`src/rtl/gate_test_pkg.sv`:
```
// Shared definitions for the gate exerciser.
//   - gate_state_e : exerciser FSM encoding (IDLE=0, APPLY=1, FINISH=2)
//   - TT_*         : expected truth tables, bit i = Q for vector {A,B}=i
//   - NUM_VECTORS  : number of input vectors walked per run
package gate_test_pkg;

    typedef enum logic [1:0] {
        IDLE   = 2'd0,
        APPLY  = 2'd1,
        FINISH = 2'd2
    } gate_state_e;

    localparam logic [3:0] TT_NAND = 4'b0111;
    localparam logic [3:0] TT_AND  = 4'b1000;
    localparam logic [3:0] TT_OR   = 4'b1110;
    localparam logic [3:0] TT_NOR  = 4'b0001;
    localparam logic [3:0] TT_XOR  = 4'b0110;

    localparam int NUM_VECTORS = 4;

endpackage

```
`src/rtl/gate_settle_counter.sv`:
```
// Settle-time down counter for the gate exerciser.
// Ports:
//   clk, rst_n : clock, synchronous active-low reset (count -> 0)
//   load       : load load_val (takes priority over dec)
//   load_val   : value to load
//   dec        : decrement by one; holds at zero
//   zero       : count is zero
module gate_settle_counter #(
    parameter int W = 4
) (
    input  logic         clk,
    input  logic         rst_n,
    input  logic         load,
    input  logic [W-1:0] load_val,
    input  logic         dec,
    output logic         zero
);

    logic [W-1:0] cnt_q;
    logic [W-1:0] cnt_d;

    always_comb begin
        cnt_d = cnt_q;
        if (load) begin
            cnt_d = load_val;
        end else if (dec && (cnt_q != '0)) begin
            cnt_d = cnt_q - 1'b1;
        end
    end

    always_ff @(posedge clk) begin
        if (!rst_n) begin
            cnt_q <= '0;
        end else begin
            cnt_q <= cnt_d;
        end
    end

    assign zero = (cnt_q == '0);

endmodule

```
`src/rtl/gate_exerciser.sv`:
```
// Stimulus/checker engine for a 2-input combinational gate. Walks {A,B}
// through 00,01,10,11, holds each vector SETTLE_CYCLES cycles, samples Q on
// the last edge of each hold window and compares it with EXPECT_TT.
// Ports:
//   clk, rst_n  : clock, synchronous active-low reset
//   start       : run request (level), only looked at while IDLE
//   A, B        : gate inputs, {A,B} = vector index
//   Q           : gate output under test
//   busy        : run in progress (APPLY)
//   done        : one-cycle completion pulse (FINISH)
//   pass        : last completed run had no mismatches
//   err_count   : mismatching vectors in the last run (0..4)
//   fail_vec    : bit i set when vector i mismatched
//   state_dbg   : current FSM state
//
// Handshake: start is a plain level request with no ready/ack. It is accepted
// on any edge where the FSM is IDLE and start=1; busy rises the following
// cycle. While busy or done is high, start is ignored, so a held start yields
// back-to-back runs separated by exactly one IDLE cycle.
module gate_exerciser
    import gate_test_pkg::*;
#(
    parameter int         SETTLE_CYCLES = 1,
    parameter logic [3:0] EXPECT_TT     = 4'b0111
) (
    input  logic        clk,
    input  logic        rst_n,
    input  logic        start,
    output logic        A,
    output logic        B,
    input  logic        Q,
    output logic        busy,
    output logic        done,
    output logic        pass,
    output logic [2:0]  err_count,
    output logic [3:0]  fail_vec,
    output gate_state_e state_dbg
);

    localparam logic [3:0] SETTLE_RELOAD = 4'(SETTLE_CYCLES - 1);

    gate_state_e state_q, state_d;
    logic [1:0]  idx_q, idx_d;
    logic [3:0]  fail_q, fail_d;
    logic [2:0]  err_q, err_d;
    logic        pass_q, pass_d;
    logic        cnt_load;
    logic        cnt_dec;
    logic        cnt_zero;

    gate_settle_counter #(.W(4)) u_settle (
        .clk      (clk),
        .rst_n    (rst_n),
        .load     (cnt_load),
        .load_val (SETTLE_RELOAD),
        .dec      (cnt_dec),
        .zero     (cnt_zero)
    );

    always_comb begin
        state_d  = state_q;
        idx_d    = idx_q;
        fail_d   = fail_q;
        err_d    = err_q;
        pass_d   = pass_q;
        cnt_load = 1'b0;
        cnt_dec  = 1'b0;
        case (state_q)
            IDLE: begin
                if (start) begin
                    state_d  = APPLY;
                    idx_d    = 2'd0;
                    fail_d   = 4'b0000;
                    err_d    = 3'd0;
                    pass_d   = 1'b0;
                    cnt_load = 1'b1;
                end
            end
            APPLY: begin
                if (!cnt_zero) begin
                    cnt_dec = 1'b1;
                end else begin
                    // Last edge of this vector's hold window: sample Q.
                    if (Q != EXPECT_TT[idx_q]) begin
                        fail_d[idx_q] = 1'b1;
                        err_d         = err_q + 3'd1;
                    end
                    if (idx_q == 2'd3) begin
                        state_d = FINISH;
                        // Registered with FINISH entry so it is valid alongside done.
                        pass_d  = (fail_d == 4'b0000);
                    end else begin
                        idx_d    = idx_q + 2'd1;
                        cnt_load = 1'b1;
                    end
                end
            end
            FINISH: begin
                state_d = IDLE;
            end
            default: begin
                state_d = IDLE;
            end
        endcase
    end

    always_ff @(posedge clk) begin
        if (!rst_n) begin
            state_q <= IDLE;
            idx_q   <= 2'd0;
            fail_q  <= 4'b0000;
            err_q   <= 3'd0;
            pass_q  <= 1'b0;
        end else begin
            state_q <= state_d;
            idx_q   <= idx_d;
            fail_q  <= fail_d;
            err_q   <= err_d;
            pass_q  <= pass_d;
        end
    end

    assign busy      = (state_q == APPLY);
    assign done      = (state_q == FINISH);
    assign A         = busy & idx_q[1];
    assign B         = busy & idx_q[0];
    assign pass      = pass_q;
    assign err_count = err_q;
    assign fail_vec  = fail_q;
    assign state_dbg = state_q;

endmodule

```
`config.mk`:
```
export PLATFORM = sky130hd
export DESIGN_NAME = gate_exerciser
export DESIGN_NICKNAME = d
export VERILOG_FILES = /design/src/rtl/gate_test_pkg.sv /design/src/rtl/gate_settle_counter.sv /design/src/rtl/gate_exerciser.sv
export SDC_FILE = /design/constraint.sdc
export NUM_CORES = 1
export LEC_CHECK = 0
export CORE_MARGIN = 1.5
export CORE_UTILIZATION = 45
export DETAILED_ROUTE_END_ITERATION = 7
export PLACE_DENSITY = 0.84
export SLEW_MARGIN = 15
export SYNTH_ARGS = -nofsm -noshare
export SYNTH_HDL_FRONTEND = slang
export SYNTH_SLANG_ARGS = --single-unit
```
`constraint.sdc`:
```
create_clock -name clk -period 2.9 [get_ports clk]
set_input_delay 0.29 -clock clk [delete_from_list [all_inputs] [get_ports clk]]
set_output_delay 0.29 -clock clk [all_outputs]
set_load 0.02 [all_outputs]
```
# [Word-level counts from Yosys, hierarchy flattened]
# Index checks and enable logic that the tools add are counted.
[totals] register_bits=16 in_bits=4 wordCells=69
[classes] add_sub_neg=3 magnitude_cmp=2 n_eq_ne=9 mux=32 n_bitwise=4 reduce_logical=13
[op_table] op="$mux 4" count=5
[op_table] op="$mux 2" count=6
[op_table] op="$reduce_and 4->1" count=3
[op_table] op="$mux 1" count=10
[op_table] op="$mux 3" count=3
[op_table] op="$logic_not 4->1" count=2
[op_table] op="$pmux 2 s2" count=2
[op_table] op="$pmux 4 s2" count=1
[op_table] op="$ne 2x1->1 const B" count=3
[op_table] op="$pmux 3 s2" count=1
[op_table] op="$reduce_and 3->1" count=2
[op_table] op="$eq 2x2->1 const B" count=2
[op_table] op="$ne 2x2->1 const B" count=2
[op_table] op="$or 4x4->4" count=1
[op_table] op="$pmux 1 s2" count=2
[op_table] op="$reduce_bool 4->1" count=1
[op_table] op="$sub 4x1->4 const B" count=1
[op_table] op="$add 3x1->3 const B" count=1
[op_table] op="$lt 2x3->1 const B" count=1
[op_table] op="$add 2x1->2 const B" count=1
[op_table] op="$and 1x1->1" count=2
[op_table] op="$bmux 1 s2" count=1
[op_table] op="$demux 1 s2" count=1
[op_table] op="$eq 2x1->1 const B" count=1
[op_table] op="7 further kinds" count=8

# [Logic depth before layout (Yosys ltp)]
# Gate-level depths: netlist (run 1).
[depth] word_depth=12 ltp_mapped=7

# [Cells and area by module]
# A second synthesis (run 1) with hierarchy kept.
[hier_totals] hier_cells=113 area_unflattened_um2=947.2
[by_module_without_submodules] module="gate_exerciser" instances=1 cells_each=82 area_each_um2=690.7
[by_module_without_submodules] module="gate_settle_counter" instances=1 cells_each=31 area_each_um2=256.5

# [Least setup slack after synthesis (run 1)]
# No wires, ideal clock.
[synth_path] path_type="register -> register" from="reg u_settle.cnt_q[0]" to="reg u_settle.cnt_q[1]" arrival_ns=1.503 required_ns=2.778 slack_ns=1.274 stages_incl_launch_ff=8 synth_period_minus_slack_ns=1.626 path_cell_list="dfxtp_1 > inv_1 > ha_1 > or3b_1 > buf_2 > or3_4 > nand3_2 > a211oi_1"
[synth_between] elab_chain_cells=4 word_cells_on_any_way=9 classes_between="add/sub: 1; mux: 4; reduce/logical: 4"
[synth_lines] item="start: declaration" line_no="gate_settle_counter.sv:19" rtl="logic [W-1:0] cnt_q;"
[synth_lines] item="start signal: assignment" line_no="gate_settle_counter.sv:35" rtl="cnt_q <= cnt_d;"
[synth_lines] item="$logic_not 4->1" line_no="gate_settle_counter.sv:39" rtl="assign zero = (cnt_q == '0);"
[synth_lines] item="$mux 1" line_no="gate_exerciser.sv:80" rtl="if (!cnt_zero) begin"
[synth_lines] item="$pmux 1 s2 or $mux 1 (tied branches)" line_no="gate_exerciser.sv:68" rtl="case (state_q)"
[synth_lines] item="$reduce_or 2->1 (no line) or $logic_and 1x1->1 (tied branches)"
# Several ways; a longest one is shown, not always the timed one.
# A chain may end at the register's enable or synchronous reset.

# [Worst setup path in the final report (run 1)]
[layout_path] from="reg state_q[0], in the netlist state_dbg[0]" to="out busy"
[layout_between] elab_chain_cells=1
[layout_lines] item="start: declaration" line_no="gate_exerciser.sv:42" rtl="gate_state_e state_q, state_d;"
[layout_lines] item="start signal: assignment" line_no="gate_exerciser.sv:115" rtl="state_q <= state_d;"
[layout_lines] item="$eq 2x1->1" line_no="gate_exerciser.sv:123" rtl="assign busy = (state_q == APPLY);"
[layout_lines] item="end: declaration" line_no="gate_exerciser.sv:32" rtl="output logic busy,"
# No other way between the ends.

==> metrics, run 1 <==
H-tree Lvls 1; share of cells above drive strength 1 8.11%; Post-Layout Cell Count 136; detailed-route vias per instance 5.27; Initial DRC Count 5; placed insts 133; WL/cell 12.6 microns; Startpoint Class flop; DRC Markers 0; core area 0.00175 sq mm; Setup CP Type reg -> out; dpl hpwl 1270 microns; Synth-to-Final Area Change 23.9%; pwr dens 390 mW/mm^2; Global Route met1 Usage 23.5%; # rows 15; initial antenna violation count 0; die height 46.3 microns; Synth area leaders dfxtp_1 38%, ha_1 8.9%, nand2_1 6.2%, nor2_1 3.1%, nand4b_1 3.1%; drt pass-1 iters 4; top cells by count, synth 16 x dfxtp_1, 14 x nand2_1, 7 x nor2_1; # Max-Cap Violations 0; skew final 0.00461 ns; top-area cell type share of the netlist area 38.0%; CTS tree yes; GRT met3 Usage 7.84%; period utilization 75.7%; # diodes 0; CP Launch Point state_dbg[0]$_SDFFE_PN0P_; Area after DPL 0.00102 sq mm; M2 GR Usage 26.4%; crit-path max FO 9; post-CTS sizing 0; leakage power 0.397 nW; Worst Max-Slew Pin Slew 0.626 ns; setup total negative slack 0 ns; buffer count from post-CTS setup fixing 0; Fmax achieved 456 MHz; Clk Latency, worst-skew pair 0.28 ns; largest net degree at the start of global routing 20; Seq/Total Area, Yosys 38.0%; Post-Syn Nets 106; max-slew violation count 0; reg2reg start u_settle.cnt_q[0]$_SDFFE_PP0P_; cell taking the most area after synthesis dfxtp_1; die area 0.00214 sq mm; Clock Sinks 16; Avg Inst Size Synth 8.78 sq um; Post-DRT Antenna Nets 0; HP Start err_count[1]$_SDFFE_PN0P_; overall routing resource usage 18.0%; area of the multi-input gates 482 sq um; setup violators final 0; CP Capture Type output port; Primary FF master, synth dfxtp_1; CTS clock-pin slew for the worst setup and hold paths 0.08 ns; initial core utilization 48.3%; Cells after Synth 96; most instantiated library cell after synthesis dfxtp_1; final instance area 0.00104 sq mm; YS warnings 0; global-route wire length before repair 2700 microns; Layout Nets 123; Slew Limit Headroom 58.1%; I/O pin count 18; CTS Hold Buffers Added 0; RSZ-0062 raised after global routing no; total grt overflow 0; Yosys cell types 36; Final GP Congestion 0.766; Port Buf Inserts 17; crit path DAT 1.90 ns; Hold Path Depth 2; flops & latches, synth 16; post-synthesis cell area 843 sq um; GRT Max-Usage Layer met2; die extent in x 46.3 microns; Final Hold Viols 0; drt total wl 1710 microns; Root Driver clkbuf_4; post-layout min period 2.19 ns; HP Class reg -> reg; clock tree buffer depth 2; run status finished, final reports clean; asr flop ratio synth 0%; maximum vdd drop 0.000234 V; number of global-route vias before repair 631; register area 320 sq um; EDFF count, synth 0; cell depth of the worst flop-to-flop path 6; fillers 151; CTS Buf Count 3; Worst EP required 2.61 ns; via count 717
==> metrics by stage <==
stage | power (mW) | hold WS [ns] | util [%] | setup WS, ns
2_1_floorplan | 0.279 | 0.452 | - | 1.27
3_3_place_gp | 0.300 | 0.464 | 58.6 | 0.992
3_5_place_dp | 0.302 | 0.472 | 58.6 | 0.961
4_1_cts | 0.411 | 0.487 | 59.9 | 0.713
5_1_grt | 0.428 | 0.510 | 59.9 | 0.581
6_report | 0.408 | 0.487 | 59.9 | 0.705
==> report_power, final <==
group / leakage (nW) / switching (mW) / total, mW / internal, mW
combinational: 0.253 / 0.0370 / 0.0662 / 0.0292
clock: 0.0138 / 0.0624 / 0.111 / 0.0482
sequential: 0.130 / 0.00639 / 0.231 / 0.225
total: 0.397 / 0.106 / 0.408 / 0.302
==> critical path, stage by stage, from the launching register on <==
cell	delay, ns
dfxtp_1	0.49
nand2b_1	0.28
inv_1	0.22
clkdlybuf4s50_1	0.63
==> state kept, by name, summed over array words and instances (netlist names) <==
signal and flops:
pass 1, u_settle.cnt_q 4, fail_vec 4, err_count 3
state_dbg 2, idx_q 2
==> routing by layer <==
metal  wire [microns]  vias to the layer above
met4               12                        0
li1                 -                      363
met1              804                      337
met3               81                        2
met5                0                        -
met2              810                       15
==> layout by cell type (no fill, tap or decap), drive strengths merged <==
| cell | instances |
|---|---|
| xor2 | 1 |
| a211oi | 1 |
| a22oi | 2 |
| clkdlybuf4s50 | 17 |
| a2111oi | 1 |
| or3 | 2 |
| nor3 | 2 |
| o21ai | 1 |
| o211a | 1 |
| nand2 | 14 |
| nand2b | 1 |
| o21a | 1 |
| mux2i | 2 |
| nor2b | 4 |
| ha | 6 |
| o22ai | 3 |
| nand4b | 3 |
| nor4 | 1 |
| a21oi | 4 |
| dfxtp | 16 |
| xnor2 | 2 |
| nand3 | 3 |
| clkbuf | 3 |
| and2 | 1 |
| nor2 | 7 |
| inv | 5 |
| o211ai | 2 |
| a21boi | 1 |
| or3b | 2 |
| nand3b | 1 |
| nor3b | 1 |
==> final cells by class <==
class / instances / area share, %
multi-input combinational: 70 / 46.1
sequential: 16 / 30.7
timing repair buffer: 17 / 16.3
tap: 25 / 2.99
clock buffer: 3 / 2.16
inverter: 5 / 1.80
==> worst paths after layout <==
check,endpoint,slack (ns)
worst min register to register,err_count[1]$_SDFFE_PN0P_,0.49
worst min-delay path,err_count[1]$_SDFFE_PN0P_,0.49
worst max-delay path,busy,0.71
worst max register to register,err_count[1]$_SDFFE_PN0P_,1.10
==> cells by family (layout without fill, tap and decap cells) <==
logic type,Yosys count,in the layout,share of synthesized area [%]
xor+xnor,3,3,3.12
mux,2,2,2.37
buf+inv,10,25,4.90
fa+ha+maj,6,6,8.90
simple gates,42,42,27.7
flops,16,16,38.0
compound gates,17,17,15.0
No activity file was read; power rests on OpenSTA's default activity.
==> inputs of run 2 (changes only) <==
Clock period 2.9 ns to 2.28 ns, I/O delays scaled along.
==> run 2 against run 1 <==
Critical path depth unchanged. Largest cell class unchanged. Utilization rose by 0.43 points. Worst setup slack got worse by 0.53 ns. Cell count increased by 0.74%. Global-route usage up 0.16 points. Worst hold slack worse by 0.0047 ns. Non-clock buffer count up 1. Combinational power rose by 32%. Routed wire length grew 1.0%. Sequential power up 27%. Total power is 28% higher.
==> metrics, run 2 (synthesis results as in run 1) <==
run status finished, final reports clean; post-layout min period 2.10 ns; Synth-to-Final Area Change 24.8%; HP Class reg -> reg; most frequent cells in the layout 17 x clkdlybuf4s50_1, 16 x dfxtp_1, 14 x nand2_1, 7 x nor2_1, 6 x ha_1; FF-to-FF setup slack 0.48 ns (-0.62 ns); DRC Markers 0 (unchanged); I/O pin count 18 (unchanged); RSZ-0062 raised after global routing no; CP Launch Point state_dbg[0]$_SDFFE_PN0P_; via count 725 (+1.1%); global-route wire length before repair 2730 microns (+0.78%); Worst Hold Slack 0.483 ns (-0.00470 ns); most common cell after layout, fill and taps aside clkdlybuf4s50_1; CTS Hold Buffers Added 0 (unchanged); Post-DRT Antenna Nets 0 (unchanged); Root Driver clkbuf_4; crit-path max FO 9 (unchanged); CTS clock-pin slew for the worst setup and hold paths 0.09 ns (about the same); Worst EP required 2.05 ns (-0.56 ns); drt pass-1 iters 4 (unchanged); die area 0.00214 sq mm (unchanged); WL/cell 12.6 microns (+0.26%); Fmax achieved 476 MHz; Clk Latency, worst-skew pair 0.27 ns (about the same); largest net degree at the start of global routing 13 (-35%); Final Hold Viols 0 (unchanged); Layout Nets 124 (+0.81%); Port Buf Inserts 17 (unchanged); initial core utilization 48.3% (unchanged); max-slew violation count 0 (unchanged); total grt overflow 0 (unchanged); setup total negative slack 0 ns (unchanged); worst path bufs/invs 2 (unchanged); die height 46.3 microns (unchanged); reg2reg start u_settle.cnt_q[0]$_SDFFE_PP0P_; crit path cell chain nand2b_1 -> inv_1 -> clkdlybuf4s50_1; Worst Setup EP busy; # rows 15 (unchanged); Worst Max-Slew Pin Slew 0.424 ns (-0.202 ns); Final GP Congestion 0.790 (+3.1%); clock tree buffer depth 2 (unchanged); CP Depth 3 (unchanged); Slew Limit Headroom 71.0% (+13 points); buffer count from post-CTS setup fixing 0 (unchanged); crit path DAT 1.87 ns (-0.03 ns); skew final 0.00134 ns (-0.00327 ns); Startpoint Class flop; Initial DRC Count 9 (+4); leakage power 0.402 nW (+1.2%); maximum vdd drop 0.000292 V (+25%); drt total wl 1730 microns (+1.0%); post-CTS sizing 0 (unchanged); Setup CP Type reg -> out; initial antenna violation count 0 (unchanged); share of cells above drive strength 1 8.93% (+0.82 points); die extent in x 46.3 microns (unchanged); period utilization 92.2%; detailed-route vias per instance 5.29 (+0.38%); number of global-route vias before repair 627 (-0.63%); # Max-Cap Violations 0 (unchanged); CTS Buf Count 3 (unchanged); max incr delay on CP 0.63 ns (about the same); dpl hpwl 1290 microns (+1.7%); setup violators final 0 (unchanged); Slowest-stage cell, CP clkdlybuf4s50_1; cell depth of the worst flop-to-flop path 6 (unchanged); Setup Slack @ Placement 0.440 ns (-0.520 ns); Final WS setup 0.179 ns (-0.526 ns); pwr dens 498 mW/mm^2 (+27%); # diodes 0 (unchanged); CP top delay family buffers and inverters; Clock Sinks 16 (unchanged); FF-to-FF End err_count[1]$_SDFFE_PN0P_; core area 0.00175 sq mm (unchanged); overall routing resource usage 18.1% (+0.16 points); CTS tree yes; CP Capture Type output port; H-tree Lvls 1 (unchanged)
==> run 2: area by class of cell <==
class | count | area (sq um)
inverter | 5 | 18.8
multi-input combinational | 70 | 482
tap | 25 | 31.3
clock buffer | 3 | 22.5
fill | 160 | 693
sequential | 16 | 320
timing repair buffer | 18 | 178
==> run 2: worst min-delay path by stage <==
stage | start | end | slack (ns) | depth (start not counted)
2_1_floorplan | u_settle.cnt_q[2]$_SDFFE_PP0P_ | u_settle.cnt_q[2]$_SDFFE_PP0P_ | 0.45 | 2
3_3_place_gp | err_count[1]$_SDFFE_PN0P_ | err_count[1]$_SDFFE_PN0P_ | 0.47 | 2
3_5_place_dp | u_settle.cnt_q[2]$_SDFFE_PP0P_ | u_settle.cnt_q[2]$_SDFFE_PP0P_ | 0.47 | 2
4_1_cts | u_settle.cnt_q[2]$_SDFFE_PP0P_ | u_settle.cnt_q[2]$_SDFFE_PP0P_ | 0.49 | 2
5_1_grt | u_settle.cnt_q[2]$_SDFFE_PP0P_ | u_settle.cnt_q[2]$_SDFFE_PP0P_ | 0.52 | 2
6_report | fail_vec[0]$_SDFFE_PN0P_ | fail_vec[0]$_SDFFE_PN0P_ | 0.48 | 2
==> run 2: worst min-delay path: stages, from the launching register on <==
cell,delay (ns)
dfxtp_1,0.33
nand2_1,0.06
a21boi_1,0.05
==> run 2: routing by layer <==
| metal | vias to the layer above | global-route usage (%) | part of all wire, % |
|---|---|---|---|
| li1 | 364 | - | - |
| met1 | 333 | 23.3 | 47 |
| met2 | 22 | 27.2 | 44 |
| met3 | 6 | 4.71 | 5.5 |
| met4 | 0 | 10.3 | 3.0 |
| met5 | - | 0 | 0 |
==> run 2: where the power goes <==
group          leakage [nW]  internal (mW)  switching, mW
logic                 0.258         0.0388         0.0484
clock network        0.0138         0.0611         0.0822
registers             0.130          0.286        0.00749
total                 0.402          0.386          0.138
==> run 2: metrics by stage <==
step,util (%),total power [mW],instances,instance area (sq um)
5_1_grt,60.3,0.557,137,1050
6_report,60.3,0.524,137,1050
3_3_place_gp,59.0,0.384,134,1030
3_5_place_dp,59.0,0.386,134,1030
2_1_floorplan,-,0.355,96,843
4_1_cts,60.3,0.533,137,1050
==> inputs of run 3 (changes only) <==
Settings changed: CAP_MARGIN set to 20, HOLD_SLACK_MARGIN set to 0.05, SKIP_CTS_REPAIR_TIMING set to 1.
==> results of run 3 <==
The final DEF is identical to that of run 2; final timing and power are the same.
==> patch 1 (config.mk and constraints of run 3) <==
`W` is set to 4 in 2 places; all go to 6.
--- a/src/rtl/gate_settle_counter.sv
+++ b/src/rtl/gate_settle_counter.sv
@@ -6,7 +6,7 @@
 //   dec        : decrement by one; holds at zero
 //   zero       : count is zero
 module gate_settle_counter #(
-    parameter int W = 4
+    parameter int W = 6
 ) (
     input  logic         clk,
     input  logic         rst_n,
--- a/src/rtl/gate_exerciser.sv
+++ b/src/rtl/gate_exerciser.sv
@@ -48,7 +48,7 @@
     logic        cnt_dec;
     logic        cnt_zero;
 
-    gate_settle_counter #(.W(4)) u_settle (
+    gate_settle_counter #(.W(6)) u_settle (
         .clk      (clk),
         .rst_n    (rst_n),
         .load     (cnt_load),
Function: no difference found for any inputs over 10 cycles, from zero or initial values and one cycle with rst_n low; that may be too few to reach the edited logic, so the function may still have changed.
==> patch 1 against run 3 <==
Worst setup slack gained 0.11 ns; sequential share of layout area grew 0.43 points; area after synthesis grew 8.3%; register-to-register slack lost 0.11 ns; count of clock-buffer cells in the layout grew 1; wire length grew 6.7%; core utilization shrank 0.17 points; fmax grew 5.5%; sequential cell count grew 2; design area grew 11%; total power grew 14%.
==> patch 1: results (changes against run 3) <==
| Metric | Value |
|---|---|
| Outcome | `finished, final reports clean (unchanged)` |
| Final nets | `137 (was 124)` |
| CP arrival | `1.76 ns (was 1.87 ns)` |
| Area contributors post-synth | `dfxtp_1 (39%), ha_1 (9.6%), nor2_1 (4.5%) (was dfxtp_1 (38%), ha_1 (8.9%), nand2_1 (6.2%))` |
| Leak pwr | `0.434 nW (was 0.402 nW)` |
| Clk Latency, worst-skew pair | `0.30 ns (was 0.27 ns)` |
| R2R setup slack | `0.37 ns (was 0.48 ns)` |
| CTS clk-pin slew, worst paths | `0.11 ns (was 0.09 ns)` |
| Avg Vias per Cell | `5.30 (was 5.29)` |
| Gr usage total | `0.196 (was 0.181)` |
| Post-placement cell area | `0.00113 mm² (was 0.00103 mm²)` |
| Mean post-synth cell area | `8.87 µm² (was 8.78 µm²)` |
| P_int | `0.449 mW (was 0.386 mW)` |
| Seq/Total Area, Yosys | `0.395 (was 0.380)` |
| Vias in the first global route | `724 (was 627)` |
| Layout cells sized above 1 | `0.0880 (was 0.0893)` |
| DP HPWL | `1370 µm (was 1290 µm)` |
| Synth top cells by count | `dfxtp_1 (18), nor2_1 (11), inv_1 (9) (was dfxtp_1 (16), nand2_1 (14), nor2_1 (7))` |
| First-pass GRT wire length | `3100 µm (was 2730 µm)` |
| Largest net degree at the start of global routing | `11 (was 13)` |
| Pre-CTS setup slack | `0.450 ns (was 0.440 ns)` |
| Crit-path max FO | `8 (was 9)` |
| Drt first-iter violations | `19 (was 9)` |
| Worst VDD drop | `0.000336 V (was 0.000292 V)` |
| Distinct cells, synth | `34 (was 36)` |
| Slew @ Worst Pin | `0.510 ns (was 0.424 ns)` |
| R2R Path End | `idx_q[1]$_SDFFE_PN0P_ (was err_count[1]$_SDFFE_PN0P_)` |
| Ant. Diodes | `0 (unchanged)` |
| Clock Skew | `0.00844 ns (was 0.00134 ns)` |
| Final RePlAce weighted congestion | `0.778 (was 0.790)` |
| Syn_nets | `114 (was 106)` |
| Setup ws final | `0.289 ns (was 0.179 ns)` |
| Max incr delay on CP | `0.61 ns (was 0.63 ns)` |
-- patch 1: cell count changes after synthesis, moves of 3 or more --
cell      before  now
or4_1          0    3
a22o_1         0    3
a211oi_1       1    4
a21oi_1        3    7
nand4b_1       3    0
nor2b_1        4    1
o21ai_0        0    3
nand2_1       14    6
inv_1          5    9
nor2_1         7   11
-- patch 1: cells by family (layout without fill, tap and decap cells) --
group / count (synthesis) / count (layout) / share of synthesized area
AOI/OAI and AO/OA: 25 / 25 / 0.178
adders and majority gates: 7 / 7 / 0.0959
DFF: 18 / 18 / 0.395
muxes: 1 / 1 / 0.0110
buffers and inverters: 11 / 33 / 0.0466
xor gates and xnor gates: 4 / 4 / 0.0384
and+or+nand+nor: 37 / 37 / 0.236
-- patch 1: worst min path at each step --
stage,from,endpoint,slack (ns)
after CTS,fail_vec[3]$_SDFFE_PN0P_,fail_vec[3]$_SDFFE_PN0P_,0.50
after detailed placement,fail_vec[3]$_SDFFE_PN0P_,fail_vec[3]$_SDFFE_PN0P_,0.48
final,fail_vec[3]$_SDFFE_PN0P_,fail_vec[3]$_SDFFE_PN0P_,0.50
after floorplan,rst_n,err_count[0]$_SDFFE_PN0P_,0.38
after global routing,fail_vec[3]$_SDFFE_PN0P_,fail_vec[3]$_SDFFE_PN0P_,0.53
after global placement,fail_vec[3]$_SDFFE_PN0P_,fail_vec[3]$_SDFFE_PN0P_,0.48
-- patch 1: final cells by class --
class                           instances  area, µm²
Timing Repair Buffer                   20        193
Sequential cell                        18        360
Clock buffer                            4       36.3
Tap cell                               27       33.8
Fill cell                             171        774
Inverter                                9       33.8
Multi-Input combinational cell         74        510
-- patch 1: worst max-delay path, delay by kind of cell, from the launching register on --
kind	cells	cell delay, ns
buffers and inverters	1	0.61
flip-flops	1	0.47
AND/OR/NAND/NOR	2	0.38
-- patch 1: power by group through the flow --
| stage | Clock (mW) | Combinational [mW] | Sequential [mW] |
|---|---|---|---|
| after CTS | 0.203 | 0.0735 | 0.327 |
| after detailed placement | 0 | 0.0731 | 0.334 |
| after floorplan | 0 | 0.0371 | 0.338 |
| final | 0.198 | 0.0732 | 0.327 |
| after global placement | 0 | 0.0709 | 0.334 |
| after global routing | 0.215 | 0.0806 | 0.329 |
-- patch 1: layer usage --
layer | wire (µm) | up-vias | global-route usage
met2 | 902 | 17 | 0.328
li1 | - | 413 | -
met1 | 841 | 371 | 0.233
met5 | 0 | - | 0
met4 | 30 | 0 | 0.0865
met3 | 66 | 5 | 0.0528
==> patch 2 (config.mk and constraints of run 3) <==
Made on the original files. Register the outputs `A`, `B` and `done`, cleared by the reset; this adds one clock of latency there. The other outputs are not delayed to match. Comments in the files are not updated.
--- a/src/rtl/gate_exerciser.sv
+++ b/src/rtl/gate_exerciser.sv
@@ -121,9 +121,17 @@
     end
 
     assign busy      = (state_q == APPLY);
-    assign done      = (state_q == FINISH);
-    assign A         = busy & idx_q[1];
-    assign B         = busy & idx_q[0];
+    always_ff @(posedge clk) begin
+        if (!rst_n) begin
+            A    <= '0;
+            B    <= '0;
+            done <= '0;
+        end else begin
+            A    <= busy & idx_q[1];
+            B    <= busy & idx_q[0];
+            done <= (state_q == FINISH);
+        end
+    end
     assign pass      = pass_q;
     assign err_count = err_q;
     assign fail_vec  = fail_q;
Behaviour: not the same (Yosys sat finds a counterexample within 4 cycles, from zero or initial values and one cycle with rst_n low).
==> patch 2 against run 3 <==
Sequential share of layout area is 3.8 points higher; total power increased by 16%; worst setup slack gained 0.19 ns; cell count up 3.6%; area after synthesis up 5.3%; wire length fell by 3.1%; count of clock-buffer cells in the layout increased by 1; sequential cell count up 3; synthesized cell count increased by 2.1%; hold slack better by 0.017 ns; non-clock buffer count is the same; design area up 5.5%; highest routed layer unchanged.
==> patch 2: results (changes against run 3) <==
| Metric | Value |
|---|---|
| Outcome | `finished, final reports clean (unchanged)` |
| Combinational Power Share | `0.146 (was 0.166)` |
| Gr usage total | `0.178 (was 0.181)` |
| DP HPWL | `1300 µm (was 1290 µm)` |
| Slew @ Worst Pin | `0.356 ns (was 0.424 ns)` |
| Final RePlAce weighted congestion | `0.765 (was 0.790)` |
| Crit-path max FO | `8 (was 9)` |
| Worst VDD drop | `0.000352 V (was 0.000292 V)` |
| Post-synthesis mux area share | `0.0634 (was 0.0237)` |
| CTS clk-pin slew, worst paths | `0.11 ns (was 0.09 ns)` |
| Layout cells sized above 1 | `0.103 (was 0.0893)` |
| Syn_nets | `108 (was 106)` |
| Drt first-iter violations | `21 (was 9)` |
| H-tree depth | `1 (unchanged)` |
| Area contributors post-synth | `dfxtp_1 (43%), ha_1 (8.5%), nor2_1 (5.5%) (was dfxtp_1 (38%), ha_1 (8.9%), nand2_1 (6.2%))` |
| # fillers | `157 (was 160)` |
| Final nets | `128 (was 124)` |
| Seq/Total Area, Yosys | `0.428 (was 0.380)` |
| Clock network power | `0.169 mW (was 0.143 mW)` |
| Clock Skew | `0.00762 ns (was 0.00134 ns)` |
| CP arrival | `1.68 ns (was 1.87 ns)` |
| Sw Ratio | `0.263 (was 0.264)` |
| Pre-CTS setup slack | `0.457 ns (was 0.440 ns)` |
| Min-delay src | `err_count[1]$_SDFFE_PN0P_ (was fail_vec[0]$_SDFFE_PN0P_)` |
| Avg Vias per Cell | `5.13 (was 5.29)` |
| Hold Path Sink | `err_count[1]$_SDFFE_PN0P_ (was fail_vec[0]$_SDFFE_PN0P_)` |
| First-pass GRT wire length | `2770 µm (was 2730 µm)` |
| Synth top cells by count | `dfxtp_1 (19), nor2_1 (13), nand2_1 (9) (was dfxtp_1 (16), nand2_1 (14), nor2_1 (7))` |
| Clk Latency, worst-skew pair | `0.30 ns (was 0.27 ns)` |
| Vias in the first global route | `656 (was 627)` |
| Avg WL per Cell | `11.8 µm (was 12.6 µm)` |
| Hold Path Cell Cnt | `2 (unchanged)` |
| R2R Path End | `idx_q[0]$_SDFFE_PN0P_ (was err_count[1]$_SDFFE_PN0P_)` |
| Leak pwr | `0.450 nW (was 0.402 nW)` |
| R2R setup slack | `0.51 ns (was 0.48 ns)` |
| Distinct cells, synth | `32 (was 36)` |
| Largest net degree at the start of global routing | `11 (was 13)` |
[patch 2: worst reg2reg max path: cells and delay by family (launching register included)]
family	cells	cell delay, ns
DFF	1	0.35
and+or+nand+nor	3	0.73
adders and majority gates	1	0.21
buffers and inverters	1	0.06
muxes	1	0.36
[patch 2: cell type report]
cell class              instances  area (µm²)  share of cell area
clock buffers                   4        26.3              0.0237
inverters                       7        26.3              0.0237
multi-input cells              69         468               0.422
flip-flops and latches         19         380               0.343
well taps                      25        31.3              0.0282
repair buffers                 18         178               0.160
[patch 2: stage by stage]
step / util / total power [mW] / instance area, µm² / std cells / hold WS [ns]
3_3_place_gp: 0.608 / 0.443 / 1080 / 138 / 0.465
5_1_grt: 0.622 / 0.641 / 1110 / 142 / 0.527
4_1_cts: 0.622 / 0.616 / 1110 / 142 / 0.508
6_report: 0.622 / 0.608 / 1110 / 142 / 0.500
2_1_floorplan: - / 0.415 / 888 / 98 / 0.369
3_5_place_dp: 0.608 / 0.447 / 1080 / 138 / 0.489
[patch 2: how the worst max path moves through the flow]
stage / endpoint / slack [ns] / cells after the start
2_1_floorplan: err_count[0]$_SDFFE_PN0P_ / 0.62 / 6
3_3_place_gp: err_count[0]$_SDFFE_PN0P_ / 0.48 / 5
3_5_place_dp: err_count[0]$_SDFFE_PN0P_ / 0.46 / 5
4_1_cts: busy / 0.36 / 3
5_1_grt: busy / 0.25 / 3
6_report: busy / 0.37 / 3
[patch 2: metal layers]
layer,GRT usage,wire [µm],vias up
met3,0.0377,68,2
met4,0.100,21,0
met5,0,0,-
met2,0.289,811,16
met1,0.220,769,333
li1,-,-,377
